<file path="config.mk">
export PLATFORM = sky130hd
export DESIGN_NAME = stream_mac_flat
export DESIGN_NICKNAME = d
export VERILOG_FILES = /design/src/rtl/stream_mac_pkg.sv /design/src/rtl/stream_mac_if.sv /design/src/rtl/stream_mac_join.sv /design/src/rtl/stream_mac.sv /design/src/flat_wrapper.sv
export SDC_FILE = /design/constraint.sdc
export NUM_CORES = 1
export LEC_CHECK = 0
export BUFFER_PORTS_ARGS = -buffer_cell sky130_fd_sc_hd__buf_2
export CORE_ASPECT_RATIO = 0.9
export CORE_MARGIN = 1
export CORE_UTILIZATION = 40
export DETAILED_ROUTE_END_ITERATION = 16
export MAX_ROUTING_LAYER = met4
export SYNTH_ARGS = -nofsm -noshare
export SYNTH_HDL_FRONTEND = slang
export SYNTH_SLANG_ARGS = --single-unit
</file>
<file path="constraint.sdc">
create_clock -name clk -period 2.56 [get_ports clk]
set_input_delay 0.256 -clock clk [delete_from_list [all_inputs] [get_ports clk]]
set_output_delay 0.256 -clock clk [all_outputs]
set_load 0.05 [all_outputs]
</file>
<file path="src/rtl/stream_mac_pkg.sv">
// Shared types and constants for the streaming dot-product MAC.
// Holds the FSM state encoding, default widths and the output clamp helper.
package matmul_pkg;

    localparam int W_DEF   = 16;
    localparam int LGK_DEF = 7;

    typedef enum logic [1:0] {
        IDLE  = 2'd0,
        ACCUM = 2'd1,
        DRAIN = 2'd2,
        EMIT  = 2'd3
    } mac_state_e;

    // Clamp a sign-extended accumulator value into a w-bit signed range.
    function automatic logic signed [63:0] saturate(input logic signed [63:0] v, input int w);
        logic signed [63:0] hi;
        logic signed [63:0] lo;
        hi = (64'sd1 <<< (w - 1)) - 64'sd1;
        lo = -hi - 64'sd1;
        if (v > hi)      return hi;
        else if (v < lo) return lo;
        else             return v;
    endfunction

endpackage

</file>
<file path="src/rtl/stream_mac_if.sv">
// Operand (a, b) and result (m) valid/ready streams of stream_mac.
// slave is the MAC's view, master is the producer/consumer side.
interface stream_mac_if import matmul_pkg::*; #(
    parameter int W = W_DEF
);
    logic [W-1:0] a_data;
    logic         a_valid;
    logic         a_ready;
    logic [W-1:0] b_data;
    logic         b_valid;
    logic         b_ready;
    logic [W-1:0] m_data;
    logic         m_valid;
    logic         m_ready;

    modport master (
        output a_data, a_valid, b_data, b_valid, m_ready,
        input  a_ready, b_ready, m_data, m_valid
    );

    modport slave (
        input  a_data, a_valid, b_data, b_valid, m_ready,
        output a_ready, b_ready, m_data, m_valid
    );
endinterface

</file>
<file path="src/rtl/stream_mac_join.sv">
// Joins the a/b operand streams and registers their signed product; 1 cycle to p_vld.
// Both readies rise only when en and both valids are high, so neither stream moves alone.
module mac_join #(
    parameter int W = 16
) (
    input  logic                  clk,
    input  logic                  rst_n,
    input  logic                  en,
    input  logic signed [W-1:0]   a_data,
    input  logic                  a_valid,
    input  logic signed [W-1:0]   b_data,
    input  logic                  b_valid,
    output logic                  a_ready,
    output logic                  b_ready,
    output logic                  fire,
    output logic signed [2*W-1:0] p_q,
    output logic                  p_vld
);
    assign fire    = en && a_valid && b_valid;
    assign a_ready = fire;
    assign b_ready = fire;

    always_ff @(posedge clk or negedge rst_n) begin
        if (!rst_n) begin
            p_q   <= '0;
            p_vld <= 1'b0;
        end else begin
            p_vld <= fire;
            if (fire) p_q <= (2*W)'(a_data) * (2*W)'(b_data);
        end
    end
endmodule

</file>
<file path="src/rtl/stream_mac.sv">
// Streaming signed dot product of k_len a/b pairs; result valid 2 cycles after the last pair.
// Result held until m_ready; STREAM_MAC_SAT_EN selects clamped output instead of low-bit wrap.
module stream_mac import matmul_pkg::*; #(
    parameter int W   = W_DEF,
    parameter int LGK = LGK_DEF
) (
    input  logic           clk,
    input  logic           rst_n,
    input  logic           start,
    input  logic [LGK-1:0] k_len,
    output logic           busy,
    stream_mac_if.slave    str
);
    localparam int ACC_W = 2*W + LGK;

    mac_state_e              state;
    logic [LGK-1:0]          cnt;
    logic [LGK-1:0]          k_q;
    logic signed [ACC_W-1:0] acc;
    logic signed [2*W-1:0]   p_q;
    logic                    p_vld;
    logic                    fire;
    logic                    m_valid_q;

    mac_join #(.W(W)) u_join (
        .clk     (clk),
        .rst_n   (rst_n),
        .en      (state == ACCUM),
        .a_data  (str.a_data),
        .a_valid (str.a_valid),
        .b_data  (str.b_data),
        .b_valid (str.b_valid),
        .a_ready (str.a_ready),
        .b_ready (str.b_ready),
        .fire    (fire),
        .p_q     (p_q),
        .p_vld   (p_vld)
    );

    always_ff @(posedge clk or negedge rst_n) begin
        if (!rst_n) begin
            state     <= IDLE;
            cnt       <= '0;
            k_q       <= '0;
            acc       <= '0;
            m_valid_q <= 1'b0;
        end else begin
            // p_vld is never high in IDLE, so the clear below cannot lose a product.
            if (p_vld) acc <= acc + {{LGK{p_q[2*W-1]}}, p_q};
            case (state)
                IDLE: begin
                    if (start) begin
                        acc <= '0;
                        cnt <= '0;
                        k_q <= k_len;
                        if (k_len == '0) begin
                            state     <= EMIT;
                            m_valid_q <= 1'b1;
                        end else begin
                            state <= ACCUM;
                        end
                    end
                end
                ACCUM: begin
                    if (fire) begin
                        cnt <= cnt + LGK'(1);
                        if (cnt == k_q - LGK'(1)) state <= DRAIN;
                    end
                end
                DRAIN: begin
                    state     <= EMIT;
                    m_valid_q <= 1'b1;
                end
                EMIT: begin
                    if (str.m_ready) begin
                        state     <= IDLE;
                        m_valid_q <= 1'b0;
                    end
                end
                default: state <= IDLE;
            endcase
        end
    end

    assign busy        = (state != IDLE);
    assign str.m_valid = m_valid_q;

`ifdef STREAM_MAC_SAT_EN
    assign str.m_data = W'(saturate({{(64-ACC_W){acc[ACC_W-1]}}, acc}, W));
`else
    assign str.m_data = acc[W-1:0];
`endif

endmodule

</file>
<file path="src/flat_wrapper.sv">
// flat-port wrapper written by rule: the top's interface ports become plain ports
module stream_mac_flat import matmul_pkg::*;
#(
    parameter int W   = W_DEF,
    parameter int LGK = LGK_DEF
)
  (clk, rst_n, start, k_len, busy, str_a_data, str_a_valid, str_b_data, str_b_valid, str_m_ready, str_a_ready, str_b_ready, str_m_data, str_m_valid);
  stream_mac_if #(.W(W)) str_i ();
  input  logic clk;
  input  logic rst_n;
  input  logic start;
  input  logic [LGK-1:0] k_len;
  output logic busy;
  input wire logic [$bits(str_i.a_data)-1:0] str_a_data;
  input wire logic [$bits(str_i.a_valid)-1:0] str_a_valid;
  input wire logic [$bits(str_i.b_data)-1:0] str_b_data;
  input wire logic [$bits(str_i.b_valid)-1:0] str_b_valid;
  input wire logic [$bits(str_i.m_ready)-1:0] str_m_ready;
  output wire logic [$bits(str_i.a_ready)-1:0] str_a_ready;
  output wire logic [$bits(str_i.b_ready)-1:0] str_b_ready;
  output wire logic [$bits(str_i.m_data)-1:0] str_m_data;
  output wire logic [$bits(str_i.m_valid)-1:0] str_m_valid;
  assign str_i.a_data = str_a_data;
  assign str_i.a_valid = str_a_valid;
  assign str_i.b_data = str_b_data;
  assign str_i.b_valid = str_b_valid;
  assign str_i.m_ready = str_m_ready;
  assign str_a_ready = str_i.a_ready;
  assign str_b_ready = str_i.b_ready;
  assign str_m_data = str_i.m_data;
  assign str_m_valid = str_i.m_valid;
  stream_mac #(.W(W), .LGK(LGK)) u_core (.clk(clk), .rst_n(rst_n), .start(start), .k_len(k_len), .busy(busy), .str(str_i));
endmodule
</file>
==> impl_metrics.py, run 1 <==
metrics = {
    "drt": {
        "routed.top_layer": "met4",
        "drt_iter0_drc": 299,
        "drcViolationCount": 0,
        "drt-total-wl_um": 17200,
        "avgRoutedWirePerCell_um": 14.5,
        "wl_met1_um": 9370,
        "met2_length_um": 7180,
        "viasPerCell": 4.77,
        "wl_met3_um": 585,
        "ant_nets": 0,
        "dr.pass1.iters": 5,
        "dr_total_vias": 5677,
    },
    "clock_network": {
        "clk_pin_slew_worst_paths_ns": 0.07,
        "ctsHoldBuffers": 0,
        "cts_buffers": 5,
        "cts_tree": "done",
        "cts_sinks": 50,
        "cts-root-buf": "clkbuf_16",
        "h-tree-depth": 2,
        "ctsLongestPathBuffers": 2,
        "worstSkewPairLatency_ns": 0.29,
    },
    "synth": {
        "synth_fp_nets": 1032,
        "synth_warnings": 0,
        "yosys_register_bits": 50,
        "async_reset_ff_frac": 1.00,
        "postSynthAreaPerCell_sq_um": 8.61,
        "yosysUniqueCellTypes": 48,
        "seq_area_frac_synth": 0.176,
        "synthFlopType": "dfrtp_1",
        "syn_area_sq_um": 7090,
        "syn_inst": 824,
        "synth_edf_count": 0,
    },
    "pwr": {
        "power.share.clock": 0.067,
        "p_seq_frac": 0.123,
        "comb_power_share": 0.810,
        "switching_share": 0.474,
        "power.switching_uw": 5360,
        "power_density_nw_per_um2": 1250,
        "power.leakage_uw": 0.00458,
        "power_uw": 11300,
        "peakVddDrop_v": 0.000885,
        "intPower_uw": 5960,
    },
    "placed_design": {
        "postPlaceCellArea_sq_um": 8480,
        "port_buffers": 64,
        "gp_congestion": 0.848,
        "pre_cts_ws_ns": -2.71,
        "dp_cells": 1170,
        "hpwlAfterDp_um": 14400,
    },
    "floorplan": {
        "pin_count": 65,
        "dieArea_sq_um": 18300,
        "die_y_um": 128,
        "fp-row-count": 45,
        "start_util": 0.414,
        "die_x_um": 142,
        "core_sq_um": 17100,
    },
    "run_status": {
        "outcome": "complete, but fails checks",
        "violations": "setup timing",
    },
    "setup_path": {
        "max_stage_delay_ns": 0.56,
        "crit_arrival_ns": 5.03,
        "crit_chain": "buf_8 -> and2_4 -> fa_1 -> inv_2 -> fa_1 -> inv_1 -> fa_1 -> inv_1 -> fa_1 -> fa_1 -> fa_1 -> inv_2 -> ha_4 -> a21o_1 -> a21oi_2 -> or3b_4 -> a2111o_1 -> nand3_1",
        "crit_required_ns": 2.79,
        "crit_slowest_cell": "fa_1",
        "worstSetupPathType": "in -> reg",
        "cpMostUsedCell": "fa_1",
        "cp_max_fo": 3,
        "start_kind": "input port",
        "crit_path_end_kind": "register",
    },
    "global_routing": {
        "grtUsageTotal": 0.204,
        "grt_overflow_total": 0,
        "antenna_found_initial": 0,
        "grt_max_degree": 51,
        "grt_pass1_vias": 5600,
        "grt_pass1_wl_um": 28300,
    },
    "timing": {
        "tns_ns": -17.24,
        "slew-limit-headroom": 0.556,
        "tightest_slew_ns": 0.665,
        "finalSetupViolations": 12,
        "fin_crit_sh": 1.88,
        "timing.final.ws_setup_ns": -2.24,
        "skew_ns": 0.00678,
        "finalCriticalPeriod_ns": 4.80,
        "grt_setup_unrepaired": "true",
        "hold_viol": 0,
        "clock.fmax_mhz": 208,
        "slew_viol_final": 0,
    },
    "hold_path": {
        "hold_path_class": "in -> async",
    },
    "finish": {
        "num-nets-final": 1161,
        "layout_common_cells": "nand2_1 (127), inv_1 (121), fa_1 (74)",
        "final_common_cell": "nand2_1",
        "drive_gt1_frac": 0.265,
        "final_area_sq_um": 9080,
        "finalNonFillerCells": 1189,
        "num_antenna_cells": 0,
        "syn_to_final_growth_pct": 28.0,
    },
    "run": {
        "maxCapViolations": 0,
    },
}
-- flip-flops by register name, summed over array words and instances (netlist names) --
signal and count:
u_core.acc 16, u_core.u_join.p_q 16, u_core.cnt 7, u_core.k_q 7, u_core.state 2, u_core.str.m_valid 1
u_core.u_join.p_vld 1
-- cells in the mapped netlist, drive strengths merged (3+ instances only) --
library cell  count  area (sq um)
mux2i             9          90.1
nor3              9          45.0
ha               83          1040
fa               80          1600
o21ai            31           155
nand3            10          50.1
and3              5          31.3
nand4             4          25.0
a211oi            4          30.0
xor2             23           201
clkbuf           25          93.8
nor4              5          31.3
a21o             10          75.1
dfrtp            50          1250
a21oi            26           130
xnor2            39           342
inv             142           533
nand2b            3          18.8
nand2           132           495
nor2             31           116
and2             64           400
o21bai            4          30.0
o21a              6          45.0
-- critical path, delay by kind of cell --
kind                       cells  cell delay (ns)
AOI/OAI and AO/OA              3             0.69
adders and majority gates      7             3.19
buffers and inverters          5             0.29
and+or+nand+nor                3             0.61
-- metal layers --
layer  global-route usage  up-vias
li1                     -     2848
met1                0.322     2727
met2                0.285       96
met3               0.0201        6
met4               0.0240        0
met5                    -        -
-- metrics by stage --
stage | utilization | hold slack, ns
after floorplan | - | -0.0396
after global placement | 0.495 | 0.416
after detailed placement | 0.495 | 0.423
after CTS | 0.523 | 0.112
after global routing | 0.531 | 0.126
final | 0.531 | 0.0663
-- cell families (layout without fill, tap and decap cells) --
kind of cell,after synthesis,count (layout),synth area share
simple gates,273,273,0.181
compound gates,96,96,0.0873
flops,50,50,0.176
buf+inv,170,300,0.0905
mux,9,9,0.0127
fa+ha+maj,163,163,0.372
xor+xnor,63,63,0.0797
-- cell type report --
cell class | instances | area [sq um]
Multi-Input combinational cell | 604 | 5720
Sequential cell | 50 | 1250
Clock inverter | 1 | 30.0
Tap cell | 235 | 294
Inverter | 143 | 539
Clock buffer | 7 | 133
Timing Repair Buffer | 149 | 1120
Fill cell | 1622 | 8030
-- power by group through the flow --
stage | Clock, uW | Combinational [uW] | Sequential [uW]
floorplan | 0 | 5650 | 1710
global placement | 0 | 8160 | 1410
detailed placement | 0 | 8210 | 1410
CTS | 775 | 8490 | 1400
global route | 813 | 10200 | 1440
finish | 761 | 9170 | 1390
-- repair_timing --
action | 4_1_cts | 5_1_grt
gates cloned | 0 | 0
setup endpoints to repair | 12 | 16
gates resized for setup | 67 | 37
buffers inserted | 11 | 3
pin swaps | 13 | 22
-- worst paths after layout --
path / startpoint / to / slack, ns / depth (start not counted)
max in group asynchronous: rst_n / u_core.acc[9] / 2.04 / 2
min: rst_n / u_core.acc[3] / 0.07 / 2
min in group clk: k_len[6] / u_core.k_q[6] / 0.16 / 3
max reg2reg: u_core.acc[0] / u_core.acc[10] / 0.21 / 10
max: str_b_data[3] / u_core.u_join.p_q[14] / -2.24 / 18
min reg2reg: u_core.u_join.p_q[4] / u_core.u_join.p_q[4] / 0.48 / 2
Power figures use the tool's default switching activity.
==> run 2: changes to the inputs <==
--- a/config.mk
+++ b/config.mk
@@ -13,4 +13,5 @@
 export MAX_ROUTING_LAYER = met4
 export SYNTH_ARGS = -nofsm -noshare
 export SYNTH_HDL_FRONTEND = slang
+export SYNTH_HIERARCHICAL = 1
 export SYNTH_SLANG_ARGS = --single-unit
==> impl_metrics.py, run 2 <==
metrics = {
    "clock_network": {
        "cts-root-buf": "clkbuf_16",
        "h-tree-depth": 2,
        "cts_tree": "done",
        "worstSkewPairLatency_ns": 0.29,
        "ctsLongestPathBuffers": 2,
        "cts_sinks": 50,
        "clk_pin_slew_worst_paths_ns": 0.07,
        "cts_buffers": 5,
    },
    "finish": {
        "finalNonFillerCells": 1216,
        "final_common_cell": "inv_1",
        "syn_to_final_growth_pct": 29.7,
        "layout_common_cells": "inv_1 (128), nand2_1 (115), fa_1 (86)",
        "drive_gt1_frac": 0.291,
        "reg_top3": "u_core/acc (16), u_core/u_join/p_q (16)",
        "final_area_sq_um": 9570,
        "num-nets-final": 1199,
        "num_antenna_cells": 0,
        "utilization": 0.536,
    },
    "pwr": {
        "peakVddDrop_v": 0.000965,
        "power.share.clock": 0.063,
        "power.leakage_uw": 0.00471,
        "power_density_nw_per_um2": 1260,
        "switching_share": 0.463,
        "p_seq_frac": 0.113,
        "comb_power_share": 0.823,
        "power.switching_uw": 5570,
        "intPower_uw": 6460,
    },
    "placed_design": {
        "dp_cells": 1192,
        "postPlaceCellArea_sq_um": 8800,
        "hpwlAfterDp_um": 13800,
        "gp_congestion": 0.850,
        "port_buffers": 64,
    },
    "setup_path": {
        "crit_chain": "buf_8 -> buf_6 -> and2_4 -> fa_1 -> inv_2 -> fa_1 -> fa_1 -> fa_1 -> inv_2 -> fa_1 -> inv_2 -> fa_1 -> inv_2 -> ha_4 -> a21oi_4 -> a21boi_4 -> nor2_2 -> nor3_2 -> o31ai_2",
        "start_kind": "input port",
        "cpMostUsedCell": "fa_1",
        "cp_max_fo": 5,
        "worstSetupPathType": "in -> reg",
        "crit_slowest_cell": "fa_1",
        "crit_arrival_ns": 4.65,
        "crit_required_ns": 2.73,
        "max_stage_delay_ns": 0.53,
        "crit_path_end_kind": "register",
    },
    "timing": {
        "clock.fmax_mhz": 223,
        "slew_viol_final": 0,
        "slew-limit-headroom": 0.509,
        "finalSetupViolations": 12,
        "holdWs_ns": -0.0252,
        "tns_ns": -16.35,
        "timing.final.ws_setup_ns": -1.93,
        "hold_viol": 23,
        "skew_ns": 0.00928,
        "tightest_slew_ns": 0.737,
        "grt_setup_unrepaired": "true",
        "finalCriticalPeriod_ns": 4.49,
        "fin_crit_sh": 1.75,
    },
    "synth": {
        "syn_inst": 848,
        "syn_area_sq_um": 7370,
        "synth_warnings": 6,
        "synth_fp_nets": 1071,
        "postSynthAreaPerCell_sq_um": 8.70,
    },
    "drt": {
        "drt-total-wl_um": 16700,
        "drt_iter0_drc": 236,
        "dr_total_vias": 5784,
        "drcViolationCount": 0,
        "dr.pass1.iters": 4,
        "viasPerCell": 4.76,
        "ant_nets": 0,
        "avgRoutedWirePerCell_um": 13.8,
    },
    "floorplan": {
        "start_util": 0.413,
        "die_x_um": 145,
        "die_y_um": 131,
        "core_sq_um": 17800,
        "fp-row-count": 46,
        "pin_count": 65,
        "dieArea_sq_um": 19000,
    },
    "global_routing": {
        "grtUsageTotal": 0.189,
        "grt_pass1_vias": 5574,
        "grt_overflow_total": 0,
        "grt_max_degree": 29,
        "grt_pass1_wl_um": 28100,
        "antenna_found_initial": 0,
    },
    "run_status": {
        "outcome": "complete, but fails checks",
        "violations": "hold timing, setup timing",
    },
    "run": {
        "maxCapViolations": 0,
    },
    "hold_path": {
        "hold_path_class": "in -> async",
    },
}
[run 2: changes by cell type in the layout (fill, tap and decap cells not counted), moves of 5 or more]
cell	before	now
and2_1	49	59
buf_12	1	6
buf_4	70	81
fa_1	74	86
inv_1	121	128
nand2_1	127	115
nand2_2	2	7
nor2b_1	2	7
o21ai_0	18	13
xnor2_1	34	13
xor2_1	23	14
[run 2: worst max-delay path, delay by kind of cell]
kind                     cells  cell delay [ns]
AO/OA/AOI/OAI                3             0.47
buffers and inverters        6             0.37
adder cells (fa/ha/maj)      7             3.19
AND/OR/NAND/NOR              3             0.37
[run 2: layout make-up]
class / count / area, sq um
clock buffers: 6 / 139
clock inverters: 1 / 30.0
flip-flops and latches: 50 / 1250
inverters: 150 / 566
well taps: 240 / 300
repair buffers: 168 / 1370
multi-input cells: 601 / 5910
fillers: 1685 / 8270
[run 2: worst paths after layout]
kind / start / endpoint / slack, ns / cells after the start
min in group clk: k_len[2] / u_core/k_q[2] / 0.18 / 3
max in group asynchronous: rst_n / u_core/u_join/p_q[8] / 1.90 / 2
min reg2reg: u_core/u_join/p_q[9] / u_core/u_join/p_q[9] / 0.49 / 2
max reg2reg: u_core/acc[0] / u_core/acc[10] / 0.11 / 10
max: str_b_data[6] / u_core/u_join/p_q[14] / -1.93 / 19
min: rst_n / u_core/str.m_valid / -0.03 / 1
[run 2: repair_timing]
| item | 4_1_cts | 5_1_grt |
|---|---|---|
| gates resized for setup | 70 | 59 |
| hold buffers | 0 | 0 |
| endpoints found under the setup margin | 13 | 14 |
| endpoints found under the hold margin | 0 | 0 |
| setup buffers | 11 | 8 |
| pin swaps | 52 | 62 |
[run 2: layer usage]
layer	up-vias	routed length, um	track usage
li1	2896	-	-
met1	2773	8970	0.294
met2	109	7050	0.270
met3	6	603	0.0198
met4	0	101	0.0223
met5	-	0	-
[run 2: power by group through the flow]
stage | Combinational [uW] | Clock [uW] | Sequential (uW)
floorplan | 5780 | 0 | 1680
CTS | 9010 | 787 | 1370
global placement | 8380 | 0 | 1380
finish | 9900 | 763 | 1360
detailed placement | 8470 | 0 | 1380
global route | 11000 | 823 | 1410
[run 2: per-stage QoR]
step,setup slack [ns],power [uW]
floorplan,-2.02,7450
global placement,-2.30,9750
detailed placement,-2.35,9850
CTS,-1.94,11200
global route,-2.05,13200
finish,-1.93,12000
==> run 3: changes to the inputs <==
--- a/config.mk
+++ b/config.mk
@@ -5,6 +5,7 @@
 export SDC_FILE = /design/constraint.sdc
 export NUM_CORES = 1
 export LEC_CHECK = 0
+export ABC_AREA = 1
 export BUFFER_PORTS_ARGS = -buffer_cell sky130_fd_sc_hd__buf_2
 export CORE_ASPECT_RATIO = 0.9
 export CORE_MARGIN = 1
==> constraint.sdc (replaced) <==
create_clock -name clk -period 5.8 [get_ports clk]
set_input_delay 0.58 -clock clk [delete_from_list [all_inputs] [get_ports clk]]
set_output_delay 0.58 -clock clk [all_outputs]
set_load 0.05 [all_outputs]
==> impl_metrics.py, run 3 <==
metrics = {
    "run_status": {
        "outcome": "completed",
    },
    "drt": {
        "drt-total-wl_um": 17700,
        "drcViolationCount": 0,
        "viasPerCell": 4.52,
        "drt_iter0_drc": 266,
        "dr.pass1.iters": 5,
        "dr_total_vias": 6106,
        "avgRoutedWirePerCell_um": 13.1,
        "ant_nets": 0,
    },
    "pwr": {
        "switching_share": 0.540,
        "p_seq_frac": 0.153,
        "power_density_nw_per_um2": 501,
        "power.leakage_uw": 0.00510,
        "comb_power_share": 0.768,
        "power.share.clock": 0.079,
        "power.switching_uw": 2260,
        "intPower_uw": 1930,
        "peakVddDrop_v": 0.000253,
    },
    "global_routing": {
        "grt_pass1_wl_um": 30000,
        "grtUsageTotal": 0.193,
        "grt_max_degree": 51,
        "grt_pass1_vias": 6114,
        "grt_overflow_total": 0,
        "antenna_found_initial": 1,
    },
    "finish": {
        "final.fill_count": 1960,
        "layout_common_cells": "nand2_1 (303), inv_1 (278), fa_1 (95)",
        "drive_gt1_frac": 0.0800,
        "final_common_cell": "nand2_1",
        "reg_top3": "u_core/acc (16), u_core/u_join/p_q (16)",
        "syn_to_final_growth_pct": 7.24,
        "num-nets-final": 1322,
    },
    "floorplan": {
        "start_util": 0.407,
        "dieArea_sq_um": 20100,
        "die_y_um": 134,
        "core_sq_um": 19200,
        "fp-row-count": 48,
        "die_x_um": 149,
        "pin_count": 65,
    },
    "timing": {
        "skew_ns": 0.00420,
        "tightest_slew_ns": 0.982,
        "fin_crit_sh": 0.879,
        "tns_ns": 0,
        "grt_setup_unrepaired": "false",
        "hold_viol": 0,
        "finalSetupViolations": 0,
        "clock.fmax_mhz": 196,
        "slew-limit-headroom": 0.343,
        "slew_viol_final": 0,
        "finalCriticalPeriod_ns": 5.10,
        "holdWs_ns": 0.392,
    },
    "clock_network": {
        "worstSkewPairLatency_ns": 0.29,
        "cts_tree": "done",
        "postCtsSetupRepairBufs": 0,
        "h-tree-depth": 2,
        "ctsHoldBuffers": 0,
        "cts-root-buf": "clkbuf_16",
        "cts_buffers": 5,
        "clk_pin_slew_worst_paths_ns": 0.07,
        "post_cts_resized": 0,
        "cts_sinks": 50,
        "ctsLongestPathBuffers": 2,
    },
    "placed_design": {
        "port_buffers": 64,
        "gp_congestion": 0.855,
        "hpwlAfterDp_um": 14700,
    },
    "hold_path": {
        "hold_path_class": "in -> async",
    },
    "synth": {
        "synth_warnings": 6,
        "synth_fp_nets": 1316,
        "syn_area_sq_um": 7800,
        "syn_inst": 1093,
        "postSynthAreaPerCell_sq_um": 7.13,
    },
    "setup_path": {
        "crit_path_end_kind": "register",
        "crit_required_ns": 5.98,
        "max_stage_delay_ns": 0.55,
        "crit_chain": "buf_2 -> nand2_1 -> fa_1 -> inv_1 -> fa_1 -> inv_1 -> fa_1 -> inv_1 -> fa_1 -> fa_1 -> inv_1 -> fa_1 -> inv_1 -> ha_1 -> nand2_1 -> inv_1 -> a21oi_1 -> nand3_1 -> or2_1 -> nand3_1 -> nand2_1",
        "worstSetupPathType": "in -> reg",
        "crit_slowest_cell": "fa_1",
        "crit_arrival_ns": 5.28,
        "cp_max_fo": 11,
        "start_kind": "input port",
    },
    "run": {
        "maxCapViolations": 0,
    },
}
[run 3: worst paths after layout]
kind,start,endpoint,slack (ns),depth (start not counted)
setup / recovery,str_a_data[5],u_core/u_join/p_q[15],0.70,21
setup reg to reg,u_core/state[1],u_core/cnt[6],2.59,11
max in group asynchronous,rst_n,u_core/cnt[0],4.95,2
hold / removal,rst_n,u_core/acc[0],0.39,2
min in group clk,u_core/u_join/p_q[3],u_core/u_join/p_q[3],0.48,2
hold reg to reg,u_core/u_join/p_q[3],u_core/u_join/p_q[3],0.48,2
[run 3: power by group through the flow]
stage / combinational [uW] / clock, uW / sequential (uW)
after global placement: 3210 / 0 / 644
final: 3220 / 330 / 639
after detailed placement: 3240 / 0 / 647
after global routing: 3730 / 360 / 664
after CTS: 3260 / 349 / 642
after floorplan: 2420 / 0 / 769
[run 3: area by class of cell]
cell class / instances / area, sq um / share of cell area
inverter: 280 / 1050 / 0.126
clock buffer: 6 / 129 / 0.0154
antenna: 1 / 2.50 / 0.000299
sequential: 50 / 1250 / 0.150
tap: 250 / 313 / 0.0374
timing repair buffer: 68 / 350 / 0.0419
multi-input combinational: 694 / 5230 / 0.625
clock inverter: 2 / 37.5 / 0.00449
[run 3: critical path: cells and delay by family]
family                   cells  cell delay (ns)
buffers and inverters        7             0.49
AND/OR/NAND/NOR              6             0.64
AO/OA/AOI/OAI                1             0.13
adder cells (fa/ha/maj)      7             3.43
[run 3: per-stage QoR]
step / setup slack [ns] / total power, uW / cell area [sq um] / util / instances
global placement: 0.410 / 3850 / 8190 / 0.428 / 1342
finish: 0.702 / 4190 / 8360 / 0.436 / 1351
global route: 0.448 / 4760 / 8360 / 0.436 / 1351
CTS: 0.691 / 4250 / 8360 / 0.436 / 1350
detailed placement: 0.367 / 3890 / 8190 / 0.428 / 1342
floorplan: 0.419 / 3190 / 7800 / - / 1093
[run 3: routing by layer]
layer	routed length, um	up-vias	global-route usage
met5	0	-	-
met4	135	0	0.0334
met3	591	11	0.0146
met2	7990	112	0.305
met1	9010	2813	0.274
li1	-	3170	-
